$ cat src/rtl/io_input_conditioner.sv
// io_input_conditioner: 2-flop sync + debounce of user switches and buttons.
// Emits stable switch buses and one-cycle enterA/enterB load strobes.
module io_btn_stage #(
  parameter int DEBOUNCE_CYCLES = 20000,
  parameter int CNT_W = $clog2(DEBOUNCE_CYCLES)
) (
  input  logic clock,
  input  logic rst_n,
  input  logic btn,
  output logic strobe
);
  typedef enum logic [1:0] {
    IDLE,
    PRESS_WAIT,
    PRESSED,
    RELEASE_WAIT
  } state_t;

  localparam logic [CNT_W-1:0] LAST = CNT_W'(DEBOUNCE_CYCLES - 1);

  state_t state, state_nx;
  logic [CNT_W-1:0] cnt, cnt_nx;

  always_ff @(posedge clock) begin
    if (!rst_n) begin
      state  <= IDLE;
      cnt    <= '0;
      strobe <= 1'b0;
    end else begin
      state  <= state_nx;
      cnt    <= cnt_nx;
      strobe <= (state_nx == PRESSED);
    end
  end

  always_comb begin
    state_nx = state;
    cnt_nx   = cnt;
    unique case (state)
      IDLE: begin
        if (btn) begin
          state_nx = PRESS_WAIT;
          cnt_nx   = '0;
        end
      end
      PRESS_WAIT: begin
        if (!btn)
          state_nx = IDLE;
        else if (cnt == LAST)
          state_nx = PRESSED;
        else
          cnt_nx = cnt + CNT_W'(1);
      end
      PRESSED: begin
        state_nx = RELEASE_WAIT;
        cnt_nx   = '0;
      end
      RELEASE_WAIT: begin
        // any bounce high restarts the release wait
        if (btn)
          cnt_nx = '0;
        else if (cnt == LAST)
          state_nx = IDLE;
        else
          cnt_nx = cnt + CNT_W'(1);
      end
      default: state_nx = IDLE;
    endcase
  end
endmodule

module io_input_conditioner #(
  parameter int DEBOUNCE_CYCLES = 20000,
  parameter int CNT_W = $clog2(DEBOUNCE_CYCLES)
) (
  input  logic       clock,
  input  logic       rst_n,
  input  logic [7:0] sw_data,
  input  logic [2:0] sw_test,
  input  logic       btn_a,
  input  logic       btn_b,
  output logic [7:0] IO_input,
  output logic [2:0] TEST_input,
  output logic       enterA,
  output logic       enterB
);
  localparam logic [CNT_W-1:0] LAST = CNT_W'(DEBOUNCE_CYCLES - 1);

  logic [12:0] sync1, sync2;
  logic [10:0] s_sw;
  logic        s_btn_a, s_btn_b;
  logic [10:0] cand;
  logic [CNT_W-1:0] sw_cnt;

  always_ff @(posedge clock) begin
    if (!rst_n) begin
      sync1 <= '0;
      sync2 <= '0;
    end else begin
      sync1 <= {btn_b, btn_a, sw_test, sw_data};
      sync2 <= sync1;
    end
  end

  assign s_sw    = sync2[10:0];
  assign s_btn_a = sync2[11];
  assign s_btn_b = sync2[12];

  // whole switch bus shares one candidate so any bit change restarts it
  always_ff @(posedge clock) begin
    if (!rst_n) begin
      cand       <= '0;
      sw_cnt     <= '0;
      IO_input   <= '0;
      TEST_input <= '0;
    end else if (s_sw != cand) begin
      cand   <= s_sw;
      sw_cnt <= '0;
    end else if (sw_cnt == LAST) begin
      {TEST_input, IO_input} <= cand;
    end else begin
      sw_cnt <= sw_cnt + CNT_W'(1);
    end
  end

  io_btn_stage #(
    .DEBOUNCE_CYCLES(DEBOUNCE_CYCLES),
    .CNT_W(CNT_W)
  ) u_btn_a (
    .clock(clock),
    .rst_n(rst_n),
    .btn(s_btn_a),
    .strobe(enterA)
  );

  io_btn_stage #(
    .DEBOUNCE_CYCLES(DEBOUNCE_CYCLES),
    .CNT_W(CNT_W)
  ) u_btn_b (
    .clock(clock),
    .rst_n(rst_n),
    .btn(s_btn_b),
    .strobe(enterB)
  );
endmodule

$ cat config.mk
export PLATFORM = sky130hd
export DESIGN_NAME = io_input_conditioner
export DESIGN_NICKNAME = d
export VERILOG_FILES = /design/src/rtl/io_input_conditioner.sv
export SDC_FILE = /design/constraint.sdc
export NUM_CORES = 1
export LEC_CHECK = 0
export CORE_UTILIZATION = 44
export DETAILED_ROUTE_END_ITERATION = 8
export SYNTH_ARGS = -nofsm -noshare
export SYNTH_HDL_FRONTEND = slang
export SYNTH_SLANG_ARGS = --single-unit
export TNS_END_PERCENT = 50
$ cat constraint.sdc
create_clock -name clock -period 4.15 [get_ports clock]
set_input_delay 0.83 -clock clock [delete_from_list [all_inputs] [get_ports clock]]
set_output_delay 0.83 -clock clock [all_outputs]
set_load 0.01 [all_outputs]
==> key figures, run 1 <==
Status
  • Status: complete, no violations

Critical path
  • Worst Path Arrival: between 2 and 3 ns
  • Worst setup EP type: flop
  • Slowest CP cell: nor4_4
  • Critical-path cell list: ha_1 -> nand4_1 -> nor4_4 -> and4_4 -> mux2i_1
  • Setup crit start kind: flop
  • Top Family by Delay on Critical Path: simple AND/OR/NAND/NOR gates
  • WP data required: roughly 4.4 ns
  • CP Max Fanout: 11
  • Critical path class: reg2reg
  • CP max stage delay: between 0.6 and 0.7 ns
  • Buf/Inv on CP: 0

Timing
  • Period utilization: 54.7%
  • Worst Tran Pin Value: 0.750 ns
  • Endpoints failing hold: 0
  • Skew final: 0.0122 ns
  • Setup TNS Final: 0 ns
  • Post-layout min period: 2.27 ns
  • Final WS setup: between 1.5 and 2 ns
  • Slew headroom: 49.6%
  • Hold WS: about 0.44 ns
  • Setup-failing EPs final: 0
  • Max Slew Vio Count: 0
  • Unrepaired setup endpoints after global routing: no
  • Fmax: ~0.44 GHz

Die
  • Chip width: 98.6 microns
  • IO Count: 28
  • Initial core utilization: between 40 and 50%
  • Die area: slightly below 10000 sq um
  • Die Y: 98.6 microns
  • Core area: between 8000 and 9000 sq um
  • Site row count: 34

Logic synthesis
  • Seq cells post-synth: between 90 and 100
  • Avg Cell Area, Syn: just over 9 sq um
  • Mapped cell area: between 4000 and 5000 sq um
  • Synth warn: 0
  • Top_reg_cell synth: dfxtp_1
  • Post-synth EDFFs: 0
  • Synth cell types: just under 50
  • Mapped Cells: roughly 440
  • Async SR Flop Fraction: 0%
  • Synthesized Nets: around 460
  • Register area share after synthesis: roughly half

Clock network
  • TritonCTS Sinks: between 90 and 100
  • Worst-Skew Late Latency: 0.37 ns
  • CTS Hold Buffers Added: 0
  • Clk pin slew, worst setup/hold paths: approximately 0.11 ns
  • CTS tree: done
  • Clock Tree Buf Depth: 2
  • # resized after CTS: 0
  • Root buf cell: clkbuf_8
  • H-tree depth: 3
  • Setup Fix Bufs, Post-CTS: 0
  • CTS buffer count: 9

Power
  • LEAKAGE: 1.58 nW
  • Sw Ratio: about a quarter
  • Max rail drop VDD: between 200 and 250 uV
  • Combinational Power Share: around 3.7%
  • Int Power: about 1.2 mW
  • NetSw: 420 uW
  • Pwr/cell area: between 300 and 400 nW/um^2
  • Total power: about 1.7 mW
  • Sequential fraction of design power: between 50% and 60%
  • Power share of the clock group: 37.4%

Final layout
  • # diodes: 0
  • Fill cell count: 815
  • Sequential cell area: approximately 2000 sq um
  • Share of layout cells above drive strength 1: about 6.6%
  • Area growth syn-to-layout: 13.1%
  • Final design utilization: a little over half
  • Non-Filler Instances: a little under 600
  • Final nets: slightly below 500
  • Area of the multi-input gates: 2020 sq um
  • Design area: 4640 sq um

Placement
  • # port buffers: 27
  • Routability cong.: roughly 0.83
  • Pre-CTS WS: around 1.8 ns
  • Placed cell areas: 4440 sq um
  • Placed instance count: between 500 and 600
  • Dpl hpwl: roughly 5300 microns

Global route
  • Global-route wire length before repair: between 10000 and 15000 microns
  • Total track usage: between 10% and 20%
  • Vias in the first global route: 2845
  • Largest net degree at the start of global routing: 46
  • GR Overflow Total: 0
  • Antenna violations before repair: 0

Route
  • Routed Antenna Nets: 0
  • 1st-iter DRT viols: between 80 and 90
  • Post-Route WL: between 7000 and 8000 microns
  • DRT Pass-1 Iters: 4
  • Routed length per instance: about 13 microns
  • Vias per inst: around 5.4
  • Drc violations: 0
  • Vias: about 3200

Flow run
  • Number of max-cap violations: 0

Hold path
  • Worst Hold Class: reg2reg
[layer usage]
| layer | up-vias | routed length, microns | track usage, % |
|---|---|---|---|
| li1 | 1633 | - | - |
| met1 | 1447 | 3880 | 23.4 |
| met2 | 63 | 3460 | 26.4 |
| met3 | 9 | 294 | 4.18 |
| met4 | 0 | 96 | 6.66 |
| met5 | - | 0 | 0 |
[synthesized netlist by cell type, drive strengths merged, types with 2 or more instances]
cell type / count / area [sq um]
nand2: 47 / 176
dfxtp: 99 / 1980
o21ai: 14 / 70.1
nor4: 17 / 121
a21boi: 2 / 15.0
and4: 4 / 37.5
nand3: 19 / 95.1
or3: 13 / 88.8
nor2: 26 / 97.6
ha: 3 / 37.5
xor2: 20 / 175
a31oi: 11 / 68.8
inv: 7 / 26.3
o31ai: 3 / 22.5
and2: 39 / 244
or4b: 5 / 53.8
a21oi: 18 / 90.1
or4: 3 / 23.8
and3: 2 / 12.5
o211a: 2 / 20.0
a211oi: 3 / 22.5
nand3b: 5 / 37.5
buf: 2 / 23.8
clkbuf: 15 / 56.3
or2: 3 / 18.8
xnor2: 9 / 78.8
nand4: 13 / 81.3
nor3: 14 / 70.1
mux2i: 14 / 140
nor4b: 2 / 17.5
[logic make-up (layout without fill, tap and decap cells)]
group	after synthesis	in the layout	synth area share (%)
fa+ha+maj	3	3	0.914
compound gates	62	62	9.69
simple gates	212	212	28.6
buf+inv	24	52	2.59
xor+xnor	29	29	6.19
mux	15	15	3.69
flops	99	99	48.3
[registers in the layout, indices dropped and copies added, names as in the netlist]
| register | cells |
|---|---|
| u_btn_a.cnt | 15 |
| sync2 | 13 |
| u_btn_b.strobe | 1 |
| cand | 11 |
| sw_cnt | 15 |
| sync1 | 13 |
| IO_input | 8 |
| u_btn_a.strobe | 1 |
| u_btn_a.state | 2 |
| u_btn_b.state | 2 |
| u_btn_b.cnt | 15 |
| TEST_input | 3 |
[power groups by stage]
stage | clock [mW] | combinational, mW | sequential [mW]
global placement | 0 | 0.0622 | 0.997
detailed placement | 0 | 0.0630 | 0.997
floorplan | 0 | 0.0421 | 0.994
global route | 0.688 | 0.0706 | 0.978
CTS | 0.644 | 0.0630 | 0.976
finish | 0.619 | 0.0619 | 0.975
[path summary, 6_finish.rpt]
| path | start | to | slack [ns] | cells after the start |
|---|---|---|---|---|
| setup / recovery | sw_cnt[0]$_SDFFE_PP0N_ | IO_input[0]$_SDFFE_PN0P_ | 1.88 | 5 |
| hold / removal | sync1[5]$_SDFF_PN0_ | sync2[5]$_SDFF_PN0_ | 0.44 | 1 |
| hold reg to reg | sync1[5]$_SDFF_PN0_ | sync2[5]$_SDFF_PN0_ | 0.44 | 1 |
| setup reg to reg | sw_cnt[0]$_SDFFE_PP0N_ | IO_input[0]$_SDFFE_PN0P_ | 1.88 | 5 |
[layout make-up]
| class | instances | share of cell area (%) |
|---|---|---|
| clock buffers | 9 | 2.67 |
| well taps | 108 | 2.91 |
| clock inverters | 7 | 1.67 |
| repair buffers | 29 | 6.04 |
| flip-flops and latches | 99 | 42.7 |
| multi-input cells | 321 | 43.5 |
| inverters | 7 | 0.566 |
[cell usage in the layout (no fill, tap or decap), types with 14 or more instances in the layout]
master,count
clkdlybuf4s50_1,26
nor2_1,26
nor4_1,16
nand2_1,47
a21oi_1,18
nor3_1,14
xor2_1,20
dfxtp_1,99
mux2i_1,14
and2_1,39
nand3_1,19
(Power assumes the default switching activity.)
==> run 2, diff against run 1 <==
==> constraint.sdc (replaced) <==
create_clock -name clock -period 2 [get_ports clock]
set_input_delay 0.4 -clock clock [delete_from_list [all_inputs] [get_ports clock]]
set_output_delay 0.4 -clock clock [all_outputs]
set_load 0.01 [all_outputs]
==> run 2 against run 1 <==
Critical path depth shrank 1. Hold slack got worse by 0.028 ns. Count of clock-buffer cells in the layout unchanged. Via count grew 1.9%. First-iteration DRC count up 55%. Die area stayed put. Combinational power grew 120%. Clock power increased by 110%. Power grew 110%. Cell area grew 3.1%. Sequential share of layout area decreased by 1.3 points. Cell count grew 3.3%. Critical endpoint is now TEST_input[1]$_SDFFE_PN0P_. Highest routed layer unchanged.
==> key figures, run 2 (same netlist as run 1, synthesis figures left out) <==
Die
  • Die Y: 98.6 microns (unchanged)
  • Core area: 8890 sq um (unchanged)
  • Chip width: 98.6 microns (unchanged)
  • IO Count: 28 (unchanged)
  • Site row count: 34 (unchanged)
  • Initial core utilization: 46.2% (unchanged)
  • Die area: 9720 sq um (unchanged)

Global route
  • Global-route wire length before repair: 13800 microns (+2.4%)
  • GR Overflow Total: 0 (unchanged)
  • Vias in the first global route: 2908 (+2.2%)
  • Antenna violations before repair: 0 (unchanged)
  • Total track usage: 17.5% (+0.27 points)
  • Largest net degree at the start of global routing: 31 (-33%)

Critical path
  • Critical path class: reg2reg
  • R2R depth: 4 (-1)
  • R2R Path Start: sw_cnt[5]$_SDFFE_PP0N_
  • Slowest CP cell: or4b_4
  • Crit. Startpoint: sw_cnt[5]$_SDFFE_PP0N_
  • CP Max Fanout: 11 (unchanged)
  • Worst setup EP type: flop
  • Setup crit start kind: flop
  • Crit Reg-Reg Endpoint: TEST_input[1]$_SDFFE_PN0P_
  • CP max stage delay: 0.57 ns (-0.07 ns)
  • Reg2reg setup slack: 0.10 ns (-1.78 ns)
  • Critical-path cell list: or4b_4 -> nor4_4 -> and4_4 -> mux2i_1
  • Worst Path Arrival: 2.19 ns (-0.37 ns)
  • CP endpoint: TEST_input[1]$_SDFFE_PN0P_
  • WP data required: 2.29 ns (-2.15 ns)

Final layout
  • Final design utilization: 53.8% (+1.6 points)
  • Most frequent cells in the layout: dfxtp_1 (99), nand2_1 (47), and2_1 (39), nor2_1 (26), clkdlybuf4s50_1 (26)
  • Fill cell count: 821 (+0.74%)
  • Final nets: 504 (+3.9%)
  • Share of layout cells above drive strength 1: 10.2% (+3.6 points)
  • Design area: 4790 sq um (+3.1%)
  • Area growth syn-to-layout: 16.6%
  • Largest regs: sw_cnt x15, u_btn_a.cnt x15, u_btn_b.cnt x15
  • # diodes: 0 (unchanged)
  • Most common cell after layout, fill and taps aside: dfxtp_1

Timing
  • Post-layout min period: 1.90 ns (-0.374 ns)
  • Endpoints failing hold: 0 (unchanged)
  • Fmax: 0.527 GHz (+20%)
  • Setup TNS Final: 0 ns (unchanged)
  • Skew final: 0.0185 ns (+0.00635 ns)
  • Max Slew Vio Count: 0 (unchanged)
  • Period utilization: 94.8% (+40 points)
  • Setup-failing EPs final: 0 (unchanged)
  • Final WS setup: 0.104 ns (-1.78 ns)
  • Worst Tran Pin Value: 0.666 ns (-0.0833 ns)
  • Slew headroom: 55.4% (+5.9 points)
  • Unrepaired setup endpoints after global routing: no

Clock network
  • CTS buffer count: 9 (unchanged)
  • Worst-Skew Late Latency: 0.36 ns (about the same)
  • H-tree depth: 3 (unchanged)
  • Clock Tree Buf Depth: 2 (unchanged)
  • Clk pin slew, worst setup/hold paths: 0.11 ns (about the same)
  • CTS tree: done
  • Root buf cell: clkbuf_8
  • # resized after CTS: 0 (unchanged)
  • TritonCTS Sinks: 99 (unchanged)

Power
  • Total power: 3.44 mW (+110%)
  • LEAKAGE: 1.68 nW (+5.9%)
  • Pwr/cell area: 719 nW/um^2 (+100%)
  • Max rail drop VDD: 390 uV (+69%)

Hold path
  • Worst Hold Class: in2reg

Placement
  • Placed cell areas: 4570 sq um (+2.9%)
  • # port buffers: 27 (unchanged)
  • Dpl hpwl: 5610 microns (+6.2%)
  • Routability cong.: 0.886 (+6.3%)
  • Pre-CTS WS: 0.126 ns (-1.72 ns)

Route
  • 1st-iter DRT viols: 132 (+55%)
  • DRT Pass-1 Iters: 4 (unchanged)
  • Vias per inst: 5.36 (-1.3%)
  • Post-Route WL: 8060 microns (+4.2%)
  • Routed Antenna Nets: 0 (unchanged)
  • Drc violations: 0 (unchanged)
  • Vias: 3212 (+1.9%)
  • Routed length per instance: 13.5 microns (+0.87%)

Status
  • Status: complete, no violations

Flow run
  • Number of max-cap violations: 0 (unchanged)
## run 2: cell types whose count changed in the layout (fill, tap and decap cells not counted)
cell	delta
buf_4	+19
clkinv_8	+1
inv_8	-2
inv_6	+1
## run 2: metrics by stage
step                      instances  hold slack (ns)
after floorplan                 444            0.412
after global routing            599            0.440
after global placement          581            0.415
final                           599            0.415
after detailed placement        581            0.418
after CTS                       597            0.404
## run 2: cell type report
class	count	area, sq um	share of cell area, %
flip-flops and latches	99	1980	41.4
repair buffers	48	423	8.83
multi-input cells	321	2020	42.1
clock inverters	7	80.1	1.67
inverters	7	26.3	0.549
well taps	108	135	2.82
clock buffers	9	124	2.59
## run 2: repair_timing
action | 4_1_cts | 5_1_grt
endpoints found under the setup margin | 0 | 1
buffers inserted | 0 | 2
hold buffers | 0 | 0
## run 2: layer usage
metal	routed length [microns]	part of all wire, %	global-route usage [%]
met1	4030	50	23.9
met2	3580	44	27.9
met3	359	4.5	3.40
met4	84	1.0	5.51
met5	0	0	0
## run 2: power by group
part / internal (mW) / switching, mW
sequential: 2.00 / 0.0186
clock: 0.497 / 0.781
combinational: 0.0660 / 0.0734
total: 2.57 / 0.873
## run 2: worst min path at each step
stage,cells after the start,startpoint,endpoint,slack (ns)
after global placement,1,sync1[0]$_SDFF_PN0_,sync2[0]$_SDFF_PN0_,0.41
after detailed placement,1,sync1[10]$_SDFF_PN0_,sync2[10]$_SDFF_PN0_,0.42
after floorplan,1,sync1[0]$_SDFF_PN0_,sync2[0]$_SDFF_PN0_,0.41
after global routing,3,rst_n,u_btn_b.strobe$_SDFF_PN0_,0.44
after CTS,3,rst_n,u_btn_b.strobe$_SDFF_PN0_,0.40
final,3,rst_n,u_btn_b.strobe$_SDFF_PN0_,0.41
## run 2: critical path: cells and delay by family, from the launching register on
| family | cells | cell delay [ns] |
|---|---|---|
| muxes | 1 | 0.22 |
| DFF | 1 | 0.38 |
| and+or+nand+nor | 3 | 1.23 |
